## src/rtl/sum_disp_pkg.sv

```systemverilog
// Shared definitions for the sum-to-BCD display stage: FSM encoding,
// seven-segment codes (active-low, {g,f,e,d,c,b,a}) and the BCD width.
package sum_disp_pkg;

    localparam int BCD_W = 8;

    localparam logic [1:0] IDLE   = 2'd0;
    localparam logic [1:0] SHIFT  = 2'd1;
    localparam logic [1:0] UPDATE = 2'd2;

    localparam logic [6:0] SEG_0     = 7'h40;
    localparam logic [6:0] SEG_1     = 7'h79;
    localparam logic [6:0] SEG_2     = 7'h24;
    localparam logic [6:0] SEG_3     = 7'h30;
    localparam logic [6:0] SEG_4     = 7'h19;
    localparam logic [6:0] SEG_5     = 7'h12;
    localparam logic [6:0] SEG_6     = 7'h02;
    localparam logic [6:0] SEG_7     = 7'h78;
    localparam logic [6:0] SEG_8     = 7'h00;
    localparam logic [6:0] SEG_9     = 7'h10;
    localparam logic [6:0] SEG_BLANK = 7'h7F;

endpackage

```

## src/rtl/sum_bcd_display_if.sv

```systemverilog
// Valid/ready link carrying the binary sum from the adder stage.
interface sum_bcd_display_if #(
    parameter int SUM_W = 6
);
    logic [SUM_W-1:0] sum_in;
    logic             sum_valid;
    logic             sum_ready;

    modport master (output sum_in, output sum_valid, input sum_ready);
    modport slave  (input sum_in, input sum_valid, output sum_ready);
endinterface

```

## src/rtl/seg7_decode.sv

```systemverilog
// One BCD nibble to active-low seven-segment pattern; codes 10..15 blank.
module seg7_decode
    import sum_disp_pkg::*;
(
    input  logic [3:0] nibble,
    output logic [6:0] seg
);

    always_comb begin
        // NOTE: default assignment first so no path through the block leaves seg unassigned (no latch).
        seg = SEG_BLANK;
        case (nibble)
            4'd0:    seg = SEG_0;
            4'd1:    seg = SEG_1;
            4'd2:    seg = SEG_2;
            4'd3:    seg = SEG_3;
            4'd4:    seg = SEG_4;
            4'd5:    seg = SEG_5;
            4'd6:    seg = SEG_6;
            4'd7:    seg = SEG_7;
            4'd8:    seg = SEG_8;
            4'd9:    seg = SEG_9;
            default: seg = SEG_BLANK;
        endcase
    end

endmodule

```

## src/rtl/sum_bcd_display.sv

```systemverilog
// Binary sum -> two BCD digits via sequential double-dabble -> HEX1/HEX0.
// Optional SUM_LEADING_ZERO_BLANK_EN blanks HEX1 when the tens digit is zero.
module sum_bcd_display
    import sum_disp_pkg::*;
#(
    parameter int SUM_W = 6
) (
    input  logic                 CLOCK_50,
    input  logic                 RESET_N,
    sum_bcd_display_if.slave     bus,
    output logic                 disp_done,
    output logic [BCD_W-1:0]     bcd_out,
    output logic [6:0]           HEX0,
    output logic [6:0]           HEX1
);

    localparam int SR_W  = BCD_W + SUM_W;
    localparam int CNT_W = $clog2(SUM_W + 1);

    logic [1:0]       state;
    logic [SR_W-1:0]  shreg;
    logic [SR_W-1:0]  shreg_adj;
    logic [CNT_W-1:0] cnt;
    logic [3:0]       tens;
    logic [3:0]       units;
    logic [6:0]       seg_tens;
    logic [6:0]       seg_units;
    logic [6:0]       hex1_next;
    logic             transfer;

    assign bus.sum_ready = (state == IDLE);
    assign transfer      = bus.sum_valid && bus.sum_ready;

    // BCD digits sit directly above the binary field in the shift register.
    assign units = shreg[SUM_W +: 4];
    assign tens  = shreg[SUM_W+4 +: 4];

    always_comb begin
        shreg_adj = shreg;
        if (units >= 4'd5) shreg_adj[SUM_W +: 4]   = units + 4'd3;
        if (tens  >= 4'd5) shreg_adj[SUM_W+4 +: 4] = tens + 4'd3;
    end

    seg7_decode u_dec_units (.nibble(units), .seg(seg_units));
    seg7_decode u_dec_tens  (.nibble(tens),  .seg(seg_tens));

`ifdef SUM_LEADING_ZERO_BLANK_EN
    localparam logic [6:0] HEX1_RST = SEG_BLANK;
    assign hex1_next = (tens == 4'd0) ? SEG_BLANK : seg_tens;
`else
    localparam logic [6:0] HEX1_RST = SEG_0;
    assign hex1_next = seg_tens;
`endif

    always_ff @(posedge CLOCK_50 or negedge RESET_N) begin
        if (!RESET_N) begin
            state     <= IDLE;
            shreg     <= '0;
            cnt       <= '0;
            disp_done <= 1'b0;
            bcd_out   <= '0;
            HEX0      <= SEG_0;
            HEX1      <= HEX1_RST;
        end else begin
            // NOTE: non-blocking assignments so every register samples pre-edge values.
            disp_done <= 1'b0;
            case (state)
                IDLE: begin
                    if (transfer) begin
                        shreg <= {{BCD_W{1'b0}}, bus.sum_in};
                        cnt   <= '0;
                        state <= SHIFT;
                    end
                end
                SHIFT: begin
                    shreg <= {shreg_adj[SR_W-2:0], 1'b0};
                    if (cnt == CNT_W'(SUM_W - 1)) state <= UPDATE;
                    else                          cnt   <= cnt + 1'b1;
                end
                UPDATE: begin
                    // Outputs change only here, so partial digits are never shown.
                    bcd_out   <= {tens, units};
                    HEX0      <= seg_units;
                    HEX1      <= hex1_next;
                    disp_done <= 1'b1;
                    state     <= IDLE;
                end
                default: state <= IDLE;
            endcase
        end
    end

endmodule

```

## src/flat_wrapper.sv

```systemverilog
// flat-port wrapper written by rule: the top's interface ports become plain ports
module sum_bcd_display_flat import sum_disp_pkg::*;
#(
    parameter int SUM_W = 6
)
  (CLOCK_50, RESET_N, disp_done, bcd_out, HEX0, HEX1, bus_sum_in, bus_sum_valid, bus_sum_ready);
  sum_bcd_display_if #(.SUM_W(SUM_W)) bus_i ();
  input  logic CLOCK_50;
  input  logic RESET_N;
  output logic disp_done;
  output logic [BCD_W-1:0] bcd_out;
  output logic [6:0] HEX0;
  output logic [6:0] HEX1;
  input wire logic [$bits(bus_i.sum_in)-1:0] bus_sum_in;
  input wire logic [$bits(bus_i.sum_valid)-1:0] bus_sum_valid;
  output wire logic [$bits(bus_i.sum_ready)-1:0] bus_sum_ready;
  assign bus_i.sum_in = bus_sum_in;
  assign bus_i.sum_valid = bus_sum_valid;
  assign bus_sum_ready = bus_i.sum_ready;
  sum_bcd_display #(.SUM_W(SUM_W)) u_core (.CLOCK_50(CLOCK_50), .RESET_N(RESET_N), .bus(bus_i), .disp_done(disp_done), .bcd_out(bcd_out), .HEX0(HEX0), .HEX1(HEX1));
endmodule
```

## config.mk

```make
export PLATFORM = sky130hd
export DESIGN_NAME = sum_bcd_display_flat
export DESIGN_NICKNAME = d
export VERILOG_FILES = /design/src/rtl/sum_disp_pkg.sv /design/src/rtl/sum_bcd_display_if.sv /design/src/rtl/seg7_decode.sv /design/src/rtl/sum_bcd_display.sv /design/src/flat_wrapper.sv
export SDC_FILE = /design/constraint.sdc
export NUM_CORES = 1
export LEC_CHECK = 0
export ABC_AREA = 1
export CAP_MARGIN = 15
export CORE_MARGIN = 4
export CORE_UTILIZATION = 53
export DETAILED_ROUTE_END_ITERATION = 6
export PLACE_DENSITY_LB_ADDON = 0.1
export SYNTH_ARGS = -nofsm -noshare
export SYNTH_HDL_FRONTEND = slang
export SYNTH_SLANG_ARGS = --single-unit
export TNS_END_PERCENT = 50
```

## constraint.sdc

```tcl
create_clock -name CLOCK_50 -period 1.8 [get_ports CLOCK_50]
set_input_delay 0.54 -clock CLOCK_50 [delete_from_list [all_inputs] [get_ports CLOCK_50]]
set_output_delay 0.54 -clock CLOCK_50 [all_outputs]
set_load 0.01 [all_outputs]
```

==> run metrics, run 1 <==
Core Area 3720 um^2; die width 70.6 um; Comb power frac between 40% and 50%; # H-tree levels 2; Max stage delay on crit path roughly 0.54 ns; hold buffers post-CTS 0; Root Driver clkbuf_8; Reg clk slew, reported paths 0.08 ns; Worst setup SP type flip-flop; Detail Placement HPWL 2880 um; clock skew 0.00529 ns; vias in the first global route around 1600; syn_nets 271; Overflow after GRT 0; Yosys cell types 24; Clock Latency Late Sink 0.29 ns; PD cells 1780 nW/um^2; WHS around 0.15 ns; Psw 1.82 mW; Synth Instances around 250; reg2reg start u_core.shreg[6]; Total Power 4.56 mW; maximum VDD drop 0.000871 V; largest net degree at the start of global routing 29; Clk pwr share 15.0%; synth-to-layout area growth 23.3%; endpoints failing hold 0; final wirelength 3890 um; WL/cell 11.6 um; Slew Limit Fails 0; deepest clock path buffer count 2; switching share of power 39.9%; fin cells roughly 340; R2R Setup Slk 0.30 ns; CTS Buf Count 5; Top delay family on crit path buffers and inverters; Critical Path Sink Type output port; post-route ant nets 0; Fillers 315; Post-layout nets 308; Ports 33; Achievable Freq 578 MHz; diodes inserted 0; Max Cap Violations 0; initial antenna violation count 0; register area share after synthesis 50.7%; setup tns final 0 ns; Crit Path Class flip-flop to output port; via/cell ratio 4.95; Synth Register Bits between 40 and 50; port buffer count 32; final setup vio count 0; Worst path slowest cell clkdlybuf4s50_1; Sequential Power Share 37.2%; # rows 22; crit path max fanout 2; worst r2r dst u_core.shreg[9]; drc violations 0; Leak Pwr 1.26 nW; Avg Inst Size Synth 8.35 um^2; Reg2Reg Depth 7; global-route wire length before repair between 6000 and 7000 um; post-layout min period about 1.7 ns; Die ar. 4990 um^2; internal power 2.74 mW; layout cells sized above 1 8.71%; final core utilization between 60 and 70%; status completed; Starting Density 56.0%; worst path cell trace clkdlybuf4s50_1; Tot GR Track Use 17.1%; dpl cells between 300 and 400; Critical Path RT roughly 1.3 ns; worst-margin pin slew between 0.3 and 0.4 ns; Worst Slack Setup Final 0.0690 ns; CTS tree done; placed cell areas ~2400 um^2; Die H 70.6 um; Crit path arrival time 1.19 ns; gpl congestion 0.863; Initial DRC Count ~130; Post-Syn Area 2080 um^2; relative slew slack 74.8%; Ys Warns 0; final clock period utilization by the worst path 96.2%; type of the most critical hold path primary input to asynchronous set/reset pin; Buf+Inv Stages, Crit Path 1; RSZ-0062 raised after global routing false; pre-CTS setup slack 0.170 ns; drt first pass iters 4; TritonCTS sink count 42; design area 2560 um^2; Via Count 1657
worst max path at each step:
stage	endpoint	slack (ns)	cells after the start	from
after detailed placement	u_core.cnt[0]	0.17	6	bus_sum_valid
after CTS	HEX0[5]	0.06	1	u_core.HEX0[5]
after floorplan	u_core.shreg[9]	0.46	7	u_core.shreg[6]
after global placement	bus_sum_ready	0.20	2	u_core.state[1]
final	HEX0[5]	0.07	1	u_core.HEX0[5]
after global routing	HEX0[5]	0.03	1	u_core.HEX0[5]
layout by cell type, fill, tap and decap left out, drive strengths merged, types with 8 or more instances in the layout:
| master | n |
|---|---|
| clkbuf | 8 |
| inv | 21 |
| a21oi | 19 |
| clkdlybuf4s50 | 28 |
| o21ai | 22 |
| nor2 | 33 |
| nand2 | 66 |
| dfrtp | 40 |
| ha | 13 |
| nand3 | 17 |
synthesized netlist by cell type:
cell type   n  area (um^2)
a21boi_0    1         7.51
ha_1       13          163
nand2_2     3         18.8
a21oi_1    19         95.1
dfstp_2     2         52.6
clkinv_1    1         3.75
buf_2       2         10.0
nor2_1     32          120
buf_6       1         11.3
nor2_4      1         11.3
o21ai_1     1         5.00
clkbuf_1    1         3.75
o211ai_1    4         30.0
dfrtp_1    40         1000
xnor2_1     1         8.76
or2_2       1         6.26
o22ai_1     1         6.26
inv_1      16         60.1
inv_2       5         18.8
nand3_1    17         85.1
nand2_1    63          236
buf_4       2         15.0
nor3_1      1         5.00
o21ai_0    21          105
sequential cells by signal, summed over array words and instances, names as in the netlist:
register	count
u_core.HEX1	7
u_core.state	2
u_core.shreg	14
u_core.disp_done	1
u_core.cnt	3
u_core.bcd_out	8
u_core.HEX0	7
power groups by stage:
stage / logic, mW / clock network [mW] / registers (mW)
2_1_floorplan: 1.35 / 0 / 1.74
3_3_place_gp: 2.17 / 0 / 1.71
3_5_place_dp: 2.20 / 0 / 1.72
4_1_cts: 2.19 / 0.711 / 1.69
5_1_grt: 2.50 / 0.750 / 1.76
6_report: 2.18 / 0.686 / 1.70
kinds of logic (layout without fill, tap and decap cells):
kind of cell	Yosys count	in the layout	share of synthesized area [%]
xor+xnor	1	1	0.421
flops	42	42	50.7
simple gates	118	118	23.2
buf+inv	28	66	5.90
fa+ha+maj	13	13	7.82
compound gates	47	47	12.0
metal layers:
metal	part of all wire, %	global-route usage (%)	vias to the layer above	wire length [um]
li1	-	-	883	-
met1	51	23.9	734	1990
met2	43	26.2	35	1660
met3	4.9	3.84	5	191
met4	1.2	6.26	0	48
met5	0	0	-	0
timing repair:
item,4_1_cts,5_1_grt
buffers inserted,1,0
endpoints found under the setup margin,3,0
resized for setup,3,0
final cells by class:
| type | instances | area [um^2] | area share (%) |
|---|---|---|---|
| clock buffer | 8 | 110 | 4.29 |
| inverter | 22 | 82.6 | 3.22 |
| sequential | 42 | 1050 | 41.1 |
| multi-input combinational | 179 | 903 | 35.2 |
| tap | 48 | 60.1 | 2.34 |
| timing repair buffer | 36 | 354 | 13.8 |
(Power assumes the default switching activity.)
==> inputs of run 2 (changes only) <==
--- a/config.mk
+++ b/config.mk
@@ -10,7 +10,7 @@
 export CORE_MARGIN = 4
 export CORE_UTILIZATION = 53
 export DETAILED_ROUTE_END_ITERATION = 6
-export PLACE_DENSITY_LB_ADDON = 0.1
+export PLACE_DENSITY = 0.79
 export SYNTH_ARGS = -nofsm -noshare
 export SYNTH_HDL_FRONTEND = slang
 export SYNTH_SLANG_ARGS = --single-unit
==> run 2 against run 1 <==
Compared with the run above:
- largest cell class unchanged
- global-route usage rose by 0.29 points
- power fell by 2.0%
- clock-buffer cell count fell by 3
- combinational power barely moved
- register-to-register slack got worse by 0.08 ns
- design area fell by 1.7%
- clock skew barely moved
- clock power fell by 19%
- die area did not move
- routed wire length rose by 6.0%
- sequential power barely moved
- largest power group unchanged
==> run metrics, run 2 (synthesized netlist as in run 1, its figures left out) <==
status completed; Crit path arrival time 1.19 ns (about the same); register bank with the most flops u_core.shreg; # H-tree levels 2 (unchanged); post-layout min period 1.73 ns (-0.00458 ns); drt first pass iters 4 (unchanged); Critical Path Sink Type output port; vias in the first global route 1590 (+1.3%); Die H 70.6 um (unchanged); Initial DRC Count 130 (+0.78%); Reg clk slew, reported paths 0.07 ns (about the same); PD cells 1770 nW/um^2 (-0.32%); worst r2r dst u_core.shreg[9]; maximum VDD drop 0.000827 V (-5.0%); deepest clock path buffer count 2 (unchanged); CTS Buf Count 5 (unchanged); port buffer count 32 (unchanged); Top Registers u_core.shreg x14, u_core.bcd_out x8; setup tns final 0 ns (unchanged); layout cells sized above 1 8.39% (-0.32 points); Slew Limit Fails 0 (unchanged); Critical Path RT 1.26 ns (about the same); Root Driver clkbuf_8; worst-margin pin slew 0.514 ns (+0.137 ns); TritonCTS sink count 42 (unchanged); Tot GR Track Use 17.4% (+0.29 points); Worst path slowest cell clkdlybuf4s50_1; die width 70.6 um (unchanged); Crit Path Class flip-flop to output port; final setup vio count 0 (unchanged); most common cell after layout, fill and taps aside nand2_1; post-route ant nets 0 (unchanged); most frequent cells in the layout nand2_1, dfrtp_1, nor2_1; via/cell ratio 5.14 (+3.9%); hold buffers post-CTS 0 (unchanged); largest net degree at the start of global routing 43 (+48%); Detail Placement HPWL 2950 um (+2.4%); diodes inserted 0 (unchanged); initial antenna violation count 0 (unchanged); Via Count 1717 (+3.6%); Worst Slack Setup Final 0.0736 ns (+0.00458 ns); Max stage delay on crit path 0.54 ns (about the same); reg2reg start u_core.shreg[7]; global-route wire length before repair 7010 um (+0.59%); # rows 22 (unchanged); crit path max fanout 2 (unchanged); Ports 33 (unchanged); WL/cell 12.3 um (+6.3%); clock skew 0.00569 ns (+0.000405 ns); worst path cell trace clkdlybuf4s50_1; Starting Density 56.0% (unchanged); Post-layout nets 308 (unchanged); RSZ-0062 raised after global routing false; drc violations 0 (unchanged); CTS tree done; R2R Setup Slk 0.22 ns (-0.08 ns); Worst setup SP type flip-flop; Crit path depth 1 (unchanged); Overflow after GRT 0 (unchanged); final wirelength 4120 um (+6.0%); pre-CTS setup slack 0.164 ns (-0.00670 ns); relative slew slack 65.7% (-9.0 points); Buf+Inv Stages, Crit Path 1 (unchanged); max reg flops 14 (unchanged); type of the most critical hold path primary input to asynchronous set/reset pin; Core Area 3720 um^2 (unchanged); Achievable Freq 579 MHz (+0.27%); Leak Pwr 1.24 nW (-1.5%); Max Cap Violations 0 (unchanged); gpl congestion 0.822 (-4.8%); synth-to-layout area growth 21.2%; final clock period utilization by the worst path 95.9% (-0.25 points); endpoints failing hold 0 (unchanged); Clock Latency Late Sink 0.29 ns (about the same); Top delay family on crit path buffers and inverters; Reg2Reg Depth 7 (unchanged); Die ar. 4990 um^2 (unchanged)
[run 2: cell types whose count changed in the layout (fill, tap and decap cells not counted)]
cell	change
clkbuf_8	-3
clkinv_2	+2
buf_12	-1
buf_4	+1
[run 2: worst register-to-register path: stages (launching register included)]
cell and delay (ns):
dfrtp_1 0.45, inv_1 0.23, ha_1 0.26, ha_1 0.25, inv_1 0.07, nand2_1 0.06, nand3_1 0.06, o21ai_0 0.08
[run 2: what timing repair did]
action | in CTS | in global routing
resized for setup | 3 | 0
endpoints found under the setup margin | 3 | 0
hold endpoints to repair | 0 | 0
setup buffers | 1 | 0
[run 2: how the worst max path moves through the flow]
stage | startpoint | endpoint | slack, ns
after global routing | u_core.bcd_out[6] | bcd_out[6] | 0.02
after detailed placement | bus_sum_valid | u_core.cnt[0] | 0.16
after global placement | u_core.state[1] | bus_sum_ready | 0.20
final | u_core.bcd_out[6] | bcd_out[6] | 0.07
after CTS | u_core.bcd_out[6] | bcd_out[6] | 0.06
after floorplan | u_core.shreg[6] | u_core.shreg[9] | 0.46
[run 2: report_power, final]
part | switching [mW] | leakage (nW) | internal, mW
Sequential | 0.319 | 0.519 | 1.38
Clock | 0.299 | 0.0438 | 0.260
Combinational | 1.24 | 0.675 | 0.970
Total | 1.86 | 1.24 | 2.61
[run 2: metal layers]
layer,track usage (%),wire [um],vias up
met2,28.4,1880,42
met1,22.8,1970,787
met3,3.13,204,7
met5,0,0,-
li1,-,-,881
met4,7.52,67,0
[run 2: final cells by class]
type | instances | area (um^2)
clock buffer | 5 | 68.8
timing repair buffer | 36 | 342
multi-input combinational | 179 | 903
clock inverter | 2 | 10.0
sequential | 42 | 1050
inverter | 22 | 82.6
fill | 317 | 1200
tap | 48 | 60.1
[run 2: through the flow]
step	power [mW]	utilization, %	hold WS [ns]	instance area, um^2	std cells
detailed placement	3.95	65.6	0.470	2440	326
finish	4.47	67.8	0.303	2520	334
global placement	3.86	65.6	0.463	2440	326
floorplan	3.09	-	0.244	2080	249
CTS	4.50	67.8	0.323	2520	334
global route	4.88	67.8	0.349	2520	334
